--- config.mk ---
export PLATFORM = sky130hd
export DESIGN_NAME = rx_matrix_arbiter
export DESIGN_NICKNAME = d
export VERILOG_FILES = /design/src/rtl/rx_matrix_arbiter_pkg.sv /design/src/rtl/rx_matrix_arbiter_xfer_timer.sv /design/src/rtl/rx_matrix_arbiter.sv
export SDC_FILE = /design/constraint.sdc
export NUM_CORES = 1
export LEC_CHECK = 0
export ABC_AREA = 1
export CAP_MARGIN = 25
export CORE_UTILIZATION = 30
export CTS_BUF_LIST = sky130_fd_sc_hd__clkbuf_16
export CTS_CLUSTER_SIZE = 28
export DETAILED_ROUTE_END_ITERATION = 7
export PLACE_DENSITY = 0.54
export SYNTH_ARGS = -nofsm -noshare
export SYNTH_HDL_FRONTEND = slang
export SYNTH_SLANG_ARGS = --single-unit
--- constraint.sdc ---
create_clock -name clk -period 2.05 [get_ports clk]
set_clock_uncertainty 0.1 [all_clocks]
set_input_delay 0.41 -clock clk [delete_from_list [all_inputs] [get_ports clk]]
set_output_delay 0.41 -clock clk [all_outputs]
set_load 0.02 [all_outputs]
--- src/rtl/rx_matrix_arbiter_pkg.sv ---
// Shared definitions for the matrix receiver and its two-requester arbiter:
// FSM state encoding, action codes, the transfer descriptor layout and the
// action-valid check.
package rx_matrix_arbiter_pkg;

  localparam int unsigned ST_W  = 3;
  localparam int unsigned COL_W = 2;
  localparam int unsigned ACT_W = 3;

  localparam logic [ST_W-1:0] ST_IDLE      = 3'd0;
  localparam logic [ST_W-1:0] ST_SETUP     = 3'd1;
  localparam logic [ST_W-1:0] ST_WAIT_BUSY = 3'd2;
  localparam logic [ST_W-1:0] ST_XFER      = 3'd3;
  localparam logic [ST_W-1:0] ST_DONE      = 3'd4;

  localparam logic [ACT_W-1:0] ACT_CELL = 3'd2;
  localparam logic [ACT_W-1:0] ACT_ROW  = 3'd3;
  localparam logic [ACT_W-1:0] ACT_COL  = 3'd4;
  localparam logic [ACT_W-1:0] ACT_ALL  = 3'd5;

  // Transfer descriptor as presented to the receiver's config inputs.
  typedef struct packed {
    logic             row;
    logic [COL_W-1:0] col;
    logic [ACT_W-1:0] act;
  } desc_t;

  function automatic logic act_valid(input logic [ACT_W-1:0] act);
    return (act == ACT_CELL) || (act == ACT_ROW) ||
           (act == ACT_COL)  || (act == ACT_ALL);
  endfunction

endpackage

--- src/rtl/rx_matrix_arbiter_xfer_timer.sv ---
// Saturating state timer with a runtime terminal-count limit.
// Ports:
//   clk, rst     - clock, async active-low reset
//   clr_i        - synchronous clear (wins over enable)
//   en_i         - count enable
//   limit_i      - terminal count value
//   tc_c_o       - combinational: count equals limit
module xfer_timer #(
  parameter int unsigned TW = 16
) (
  input  logic          clk,
  input  logic          rst,
  input  logic          clr_i,
  input  logic          en_i,
  input  logic [TW-1:0] limit_i,
  output logic          tc_c_o
);

  logic [TW-1:0] cnt_q;
  logic [TW-1:0] cnt_d;

  // Count up and stick at all-ones rather than wrapping.
  always_comb begin
    cnt_d = cnt_q;
    if (clr_i) begin
      cnt_d = '0;
    end else if (en_i && (cnt_q != {TW{1'b1}})) begin
      cnt_d = cnt_q + TW'(1);
    end
  end

  always_ff @(posedge clk or negedge rst) begin
    if (!rst) begin
      cnt_q <= '0;
    end else begin
      cnt_q <= cnt_d;
    end
  end

  assign tc_c_o = (cnt_q == limit_i);

endmodule

--- src/rtl/rx_matrix_arbiter.sv ---
// Round-robin arbiter sharing one serial matrix receiver between two
// requesters. Latches the winner's descriptor onto the receiver config
// outputs, opens the winner's serial line onto rx, follows the receiver's
// busy to detect completion and times out stalled starts/transfers.
// Ports:
//   clk, rst                  - clock, async active-low reset
//   req0/req1                 - level requests, held until matching done
//   row*_i, col*_i, act*_i    - per-requester descriptor
//   rx0/rx1                   - requester serial lines (idle high)
//   busy                      - receiver busy
//   row, col0/1, action0/1/2  - receiver config outputs
//   rx                        - registered mux of the granted serial line
//   gnt                       - one-hot grant
//   done, err                 - one-cycle completion pulse and its status
module rx_matrix_arbiter
  import rx_matrix_arbiter_pkg::*;
#(
  parameter int unsigned START_TO = 64,
  parameter int unsigned XFER_TO  = 4096,
  parameter int unsigned TW       = 16
) (
  input  logic       clk,
  input  logic       rst,
  input  logic       req0,
  input  logic       req1,
  input  logic       row0_i,
  input  logic       row1_i,
  input  logic [1:0] col0_i,
  input  logic [1:0] col1_i,
  input  logic [2:0] act0_i,
  input  logic [2:0] act1_i,
  input  logic       rx0,
  input  logic       rx1,
  input  logic       busy,
  output logic       row,
  output logic       col0,
  output logic       col1,
  output logic       action0,
  output logic       action1,
  output logic       action2,
  output logic       rx,
  output logic [1:0] gnt,
  output logic [1:0] done,
  output logic       err
);

  localparam logic [TW-1:0] START_LIM = TW'(START_TO - 1);
  localparam logic [TW-1:0] XFER_LIM  = TW'(XFER_TO - 1);

  logic [ST_W-1:0] state_q, state_d;
  logic            owner_q, owner_d;
  logic            prio_q, prio_d;
  desc_t           cfg_q, cfg_d;
  logic [1:0]      gnt_q, gnt_d;
  logic [1:0]      done_q, done_d;
  logic            err_q, err_d;
  logic            rx_q, rx_d;

  desc_t           desc0_c, desc1_c;
  logic            win_c;
  logic            line_c;
  logic [1:0]      owner_oh_c;
  logic            fin_c, fin_err_c;
  logic            tmr_clr_c, tmr_en_c, tmr_tc_c;
  logic [TW-1:0]   tmr_limit_c;

  assign desc0_c = '{row: row0_i, col: col0_i, act: act0_i};
  assign desc1_c = '{row: row1_i, col: col1_i, act: act1_i};

  // prio only breaks ties; a lone requester always wins.
  assign win_c      = (req0 && req1) ? prio_q : req1;
  assign line_c     = owner_q ? rx1 : rx0;
  assign owner_oh_c = owner_q ? 2'b10 : 2'b01;

  // Next-state and output logic.
  always_comb begin
    state_d   = state_q;
    owner_d   = owner_q;
    prio_d    = prio_q;
    cfg_d     = cfg_q;
    gnt_d     = gnt_q;
    done_d    = '0;
    err_d     = 1'b0;
    rx_d      = 1'b1;
    fin_c     = 1'b0;
    fin_err_c = 1'b0;

    case (state_q)
      ST_IDLE: begin
        // Hold off while a timed-out transfer still occupies the receiver.
        if (!busy && (req0 || req1)) begin
          owner_d = win_c;
          cfg_d   = win_c ? desc1_c : desc0_c;
          state_d = ST_SETUP;
        end
      end
      ST_SETUP: begin
        if (act_valid(cfg_q.act)) begin
          gnt_d   = owner_oh_c;
          rx_d    = line_c;
          state_d = ST_WAIT_BUSY;
        end else begin
          fin_c     = 1'b1;
          fin_err_c = 1'b1;
        end
      end
      ST_WAIT_BUSY: begin
        rx_d = line_c;
        if (busy) begin
          state_d = ST_XFER;
        end else if (tmr_tc_c) begin
          fin_c     = 1'b1;
          fin_err_c = 1'b1;
        end
      end
      ST_XFER: begin
        rx_d = line_c;
        if (!busy) begin
          fin_c = 1'b1;
        end else if (tmr_tc_c) begin
          fin_c     = 1'b1;
          fin_err_c = 1'b1;
        end
      end
      ST_DONE: begin
        state_d = ST_IDLE;
      end
      default: begin
        state_d = ST_IDLE;
      end
    endcase

    // Common completion: pulse done, close the line, hand priority over.
    if (fin_c) begin
      state_d = ST_DONE;
      done_d  = owner_oh_c;
      err_d   = fin_err_c;
      gnt_d   = '0;
      rx_d    = 1'b1;
      prio_d  = ~owner_q;
    end
  end

  // Timer restarts on every state change and only runs while waiting on busy.
  assign tmr_clr_c   = (state_d != state_q);
  assign tmr_en_c    = (state_q == ST_WAIT_BUSY) || (state_q == ST_XFER);
  assign tmr_limit_c = (state_q == ST_XFER) ? XFER_LIM : START_LIM;

  xfer_timer #(
    .TW(TW)
  ) u_timer (
    .clk     (clk),
    .rst     (rst),
    .clr_i   (tmr_clr_c),
    .en_i    (tmr_en_c),
    .limit_i (tmr_limit_c),
    .tc_c_o  (tmr_tc_c)
  );

  always_ff @(posedge clk or negedge rst) begin
    if (!rst) begin
      state_q <= ST_IDLE;
      owner_q <= 1'b0;
      prio_q  <= 1'b0;
      cfg_q   <= '0;
      gnt_q   <= '0;
      done_q  <= '0;
      err_q   <= 1'b0;
      rx_q    <= 1'b1;
    end else begin
      state_q <= state_d;
      owner_q <= owner_d;
      prio_q  <= prio_d;
      cfg_q   <= cfg_d;
      gnt_q   <= gnt_d;
      done_q  <= done_d;
      err_q   <= err_d;
      rx_q    <= rx_d;
    end
  end

  assign row     = cfg_q.row;
  assign col0    = cfg_q.col[0];
  assign col1    = cfg_q.col[1];
  assign action0 = cfg_q.act[0];
  assign action1 = cfg_q.act[1];
  assign action2 = cfg_q.act[2];
  assign rx      = rx_q;
  assign gnt     = gnt_q;
  assign done    = done_q;
  assign err     = err_q;

endmodule
# After elaboration in Yosys (flattened, before gate mapping)
# Index checks and enable logic that the tools add are counted.
[op_classes]
n_addsub = 1
n_eq_ne = 10
mux = 27
bitwise = 1
reduce_logical = 16
[op_table]
columns = ["operator", "count"]
rows = [
  ["$mux W16", 2],
  ["$add A16 B1 Y16 const B", 1],
  ["$eq A16 B12 Y1", 1],
  ["$ne A16 B16 Y1 const B", 1],
  ["$eq A3 B2 Y1 const B", 4],
  ["$mux W12", 1],
  ["$mux W3", 4],
  ["$pmux W3 S4", 1],
  ["$mux W1", 10],
  ["$mux W2", 5],
  ["$eq A3 B3 Y1 const B", 2],
  ["$mux W6", 1],
  ["$pmux W1 S3", 2],
  ["$reduce_bool A2 Y1", 3],
  ["$logic_or A1 B1 Y1", 5],
  ["$reduce_and A2 Y1", 2],
  ["$eq A3 B1 Y1 const B", 1],
  ["$logic_and A1 B1 Y1", 3],
  ["$logic_not A3 Y1", 1],
  ["$ne A3 B3 Y1", 1],
  ["$pmux W1 S2", 1],
  ["$reduce_or A2 Y1", 1],
  ["$logic_not A1 Y1", 1],
  ["$not A1 Y1", 1],
]
[word_totals]
reg_bits = 33
input_bits = 19
out_inout_bits = 12
word_cells = 66

# Depth between registers and ports, before layout
[depth]
word_depth = 9
ltp_mapped = 12
mapped_depth_nobuf = 12

# Modules after synthesis
# A second synthesis with hierarchy kept.
[unflattened]
hier_cells = 295
area_unflattened_um2 = 2100.8
[by_module_without_submodules]
columns = ["module", "instances", "cells_each", "area_each_um2", "seq_area_each_um2"]
rows = [
  ["xfer_timer", 1, 178, 1213.7, 400.4],
  ["rx_matrix_arbiter", 1, 117, 887.1, 426.7],
]

# Worst setup path before layout
# OpenSTA, ideal clock, no wires.
[synth_timing]
path_kind = "reg-to-reg"
from = "reg u_timer.cnt_q[0]"
to = "reg u_timer.cnt_q[11]"
setup_ns = 0.080
arrival_ns = 1.524
slack_ns = 0.346
path_stages_with_launch = 12
path_buffers = 1
path_cell_list = "dfrtp_1 -> ha_1 -> nand2_1 -> nor2_1 -> nand2_1 -> nor2_1 -> nand3_2 -> nand2_1 -> nand2_1 -> nand4_2 -> buf_6 -> nor3_2"
[synth_between]
elab_chain_len = 7
word_cells_on_any_way = 13
[synth_rtl]
columns = ["item", "line_no", "text"]
rows = [
  ["from (decl)", "rx_matrix_arbiter_xfer_timer.sv:19", "logic [TW-1:0] cnt_q;"],
  ["from (signal assigned)", "rx_matrix_arbiter_xfer_timer.sv:36", "cnt_q <= cnt_d;"],
  ["$eq A16 B12 Y1", "rx_matrix_arbiter_xfer_timer.sv:40", "assign tc_c_o = (cnt_q == limit_i);"],
  ["$mux W1", "rx_matrix_arbiter.sv:111, rx_matrix_arbiter.sv:120", ""],
  ["$mux W1 (on tied branches)", "rx_matrix_arbiter.sv:118, rx_matrix_arbiter.sv:109", ""],
  ["$pmux W1 S3", "rx_matrix_arbiter.sv:88", "case (state_q)"],
  ["$mux W3", "rx_matrix_arbiter.sv:134", "if (fin_c) begin"],
  ["$ne A3 B3 Y1", "rx_matrix_arbiter.sv:145", "assign tmr_clr_c = (state_d != state_q);"],
  ["$mux W16 / $reduce_bool A2 Y1 (equally long branches)", "-", ""],
]
# Parallel ways exist; a longest one is shown, timed or not. The select of a mux whose other input is x is not followed.
# A chain may end at the register's enable or synchronous reset.

# Final worst setup path
[layout_timing]
from = "reg u_timer.cnt_q[1]"
to = "reg gnt_q[0] (netlist: gnt[0])"
[layout_between]
elab_chain_len = 6
word_cells_on_any_way = 9
[layout_rtl]
columns = ["item", "line_no", "text"]
rows = [
  ["$eq A16 B12 Y1 (*)", "rx_matrix_arbiter_xfer_timer.sv:40", ""],
  ["$mux W1 (*)", "rx_matrix_arbiter.sv:111, rx_matrix_arbiter.sv:120", ""],
  ["$mux W1 (on tied branches)", "rx_matrix_arbiter.sv:118, rx_matrix_arbiter.sv:109", ""],
  ["$pmux W1 S3 (*)", "rx_matrix_arbiter.sv:88", ""],
  ["$reduce_bool A2 Y1 (no line)", "-", ""],
  ["$reduce_and A2 Y1 (no line)", "-", ""],
  ["to (signal assigned)", "rx_matrix_arbiter.sv:175", "gnt_q <= gnt_d;"],
  ["to (decl)", "rx_matrix_arbiter.sv:54", "logic [1:0] gnt_q, gnt_d;"],
]
# Mark *: on every way between the ends. The rest lies on a longest branch, timed or not.

==> results by group <==
Status
  – Outcome: completed

Floorplan
  – Core area: around 0.0055 mm2
  – I/O pins: 31
  – DIE WIDTH: a little under 80 um
  – Die Y: roughly 78 um
  – Die area: ~0.0061 mm2
  – Initial core utilization: 31.2%
  – FP Rows: 27

Route
  – Via Count: between 1000 and 1500
  – Iteration-0 DRC Markers: 76
  – Vias per cell: 4.49
  – Final wirelength: 3940 um
  – Post-DRT Antenna Nets: 0
  – Number of remaining DRC errors: 0
  – WL per Instance: about 12 um
  – DRT Pass-1 Iters: 4

Layout
  – Final Util: about two fifths
  – Final nets: ~270
  – Footprint of the multi-input gates: approximately 820 um2
  – ANT cells: 0
  – Share of post-route cells with drive strength above 1: about 17%
  – Fin area: approximately 0.0023 mm2
  – Syn-to-layout area delta: 34.1%
  – Filler cell count: a little under 600
  – Register area: 827 um2

Timing
  – Pins Over Slew Limit: 0
  – Post-layout min period: between 1.5 and 2 ns
  – RSZ-0062 raised after global routing: true
  – Fin crit share: 92.1%
  – Setup-failing EPs final: 0
  – Fin. Hold Viols: 0
  – Relative slew slack: 71.7%
  – Slew of the pin with the lowest slew margin: approximately 0.42 ns
  – Fmax: between 500 and 600 MHz

Worst setup path
  – Reg-to-reg slack, setup: roughly 0.16 ns
  – R2r worst-path depth: 12
  – R2r startpoint: u_timer.cnt_q[1]$_DFFE_PN0P_
  – Worst Setup SP: u_timer.cnt_q[1]$_DFFE_PN0P_
  – Crit Path Category: register to register
  – Crit. End Element: register
  – Startpoint class of the critical path: register
  – Worst EP required: about 2.1 ns
  – Reg2reg end: gnt[0]$_DFFE_PN0P_
  – Critical Path End: gnt[0]$_DFFE_PN0P_
  – Critical Path Fanout Max: 7
  – Worst path arrival time: ~2.0 ns

Clock network
  – CTS Buf Count: 5
  – Skew-Pair Late Insertion Delay: roughly 0.27 ns
  – Clock transition at path regs: roughly 0.050 ns
  – CTS sink cnt: 33
  – CTS tree: done
  – Post-cts hold buffer count: 0
  – H-tree depth: 2
  – Clock Path Buffers: 2
  – Root cell of the clock tree: clkbuf_16

GRT
  – Initial antenna violation count: 0
  – Global-route wire length before repair: about 6800 um
  – GRT Total Usage: 14.3%
  – Congestion Overflow GR: 0
  – Vias in the first global route: 1478
  – Pin count of the biggest net entering global routing: 34

Synthesis
  – Post-synthesis net count: approximately 230
  – Async set-reset flop share out of synthesis: 100%
  – Cell Area, Synth: approximately 0.0017 mm2
  – Flops & latches, synth: 33
  – Synth unique cells: 32
  – Cell taking the most area after synthesis: dfrtp_1
  – Seq/Total Area, Yosys: around 48%
  – Synth top area share: 46.3%
  – Post-synth EDFFs: 0
  – Top cells by area, synth: dfrtp_1 (46%), nor2_1 (8.9%), nand2_1 (8.5%), o21ai_0 (4.0%), inv_1 (3.5%)
  – Synth Flop Type: dfrtp_1
  – Syn_area_per_cell: around 8.2 um2
  – Cell count after synthesis: roughly 210
  – Synth warn: 0

Placement
  – HPWL after detailed placement: around 2800 um
  – IO buf count: 30
  – Placed Area: 0.00217 mm2
  – Placer Congestion: between 0.8 and 0.9

Power and ir drop
  – Pwr dens: 1240 mW/mm2
  – P_leak: roughly 1.0 nW
  – Worst VDD drop: 518 uV

Run
  – Max cap viols: 0

Worst hold path
  – Hold Path Class: register to register
[cell usage in the layout (no fill, tap or decap), types with 4 or more instances in the layout]
cell,instances
xor2_1,5
inv_1,17
nor2_1,39
buf_4,6
clkdlybuf4s50_1,30
nor2_2,8
inv_2,5
dfrtp_1,32
xnor2_1,4
nand2_1,38
clkbuf_16,5
nand3_1,10
nand2_2,5
nor3_1,6
o21ai_0,14
[power breakdown]
part	total (mW)	internal [mW]	switching [mW]
clock network	0.705	0.440	0.264
registers	0.921	0.819	0.103
logic	1.26	0.530	0.731
[sequential cells by signal, indices dropped and copies added, names as in the netlist]
signal         count
owner_q            1
action2            1
done               2
col0               1
action1            1
err                1
u_timer.cnt_q     16
col1               1
rx                 1
action0            1
gnt                2
state_q            3
prio_q             1
row                1
[kinds of logic after synthesis]
| kind of cell | after synthesis | synth area share (%) |
|---|---|---|
| AOI/OAI and AO/OA | 27 | 9.11 |
| xor gates and xnor gates | 9 | 4.55 |
| adders and majority gates | 1 | 0.723 |
| buffers and inverters | 23 | 5.42 |
| DFF | 33 | 47.8 |
| and+or+nand+nor | 118 | 32.4 |
[metal layers]
metal  wire (um)  global-route usage (%)  up-vias
met5           0                       0        -
met3          72                    2.82        5
met4          69                    5.74        0
met2        1860                    23.3       15
met1        1940                    18.6      676
li1            -                       -      771
[what timing repair did]
action	4_1_cts	5_1_grt
setup endpoints to repair	0	17
gates resized for setup	0	3
buffers inserted	0	1
[cell type report]
cell class,instances,share of cell area (%)
Clock buffer,5,5.39
Clock inverter,3,0.593
Inverter,22,3.56
Multi-Input combinational cell,155,35.2
Sequential cell,33,35.6
Tap cell,72,3.88
Timing Repair Buffer,37,15.7
[critical path, stage by stage, from the launching register on]
cell	delay, ns
dfrtp_1	0.38
ha_1	0.19
nand2_1	0.07
nor2_1	0.14
nand2_2	0.12
nor2_1	0.14
nand3_2	0.11
nor2_2	0.14
nor2_4	0.06
nand2_2	0.14
inv_2	0.06
nand3_1	0.06
o21ai_1	0.06
[worst min-delay path by stage]
stage | endpoint | slack [ns] | depth (start not counted) | from
4_1_cts | action0$_DFFE_PN0P_ | 0.39 | 2 | action0$_DFFE_PN0P_
3_5_place_dp | action0$_DFFE_PN0P_ | 0.37 | 2 | action0$_DFFE_PN0P_
6_report | action0$_DFFE_PN0P_ | 0.38 | 2 | action0$_DFFE_PN0P_
5_1_grt | col0$_DFFE_PN0P_ | 0.42 | 2 | col0$_DFFE_PN0P_
3_3_place_gp | action0$_DFFE_PN0P_ | 0.37 | 2 | action0$_DFFE_PN0P_
2_1_floorplan | action0$_DFFE_PN0P_ | 0.01 | 0 | rst
[Yosys cell counts, types with 3 or more instances]
cell     instances
a21oi_1          3
dfrtp_1         32
inv_1           16
inv_2            5
nand2_1         39
nand2_2          4
nand3_1         10
nand3_2          3
nand4_1          3
nor2_1          41
nor2_2           6
nor3_1           6
o21ai_0         14
xnor2_1          4
xor2_1           5
[stage by stage]
| stage | TNS [ns] | power (mW) | setup WS (ns) | hold WS, ns | cells |
|---|---|---|---|---|---|
| 3_3_place_gp | 0 | 2.19 | 0.0122 | 0.369 | 318 |
| 4_1_cts | 0 | 2.92 | 0.0829 | 0.386 | 326 |
| 3_5_place_dp | -0.0262 | 2.20 | -0.0204 | 0.372 | 318 |
| 5_1_grt | -0.0686 | 3.09 | -0.0540 | 0.423 | 327 |
| 2_1_floorplan | 0 | 1.68 | 0.346 | 0.0144 | 211 |
| 6_report | 0 | 2.89 | 0.161 | 0.379 | 327 |
Note: power is estimated with default switching activity, not from simulation.
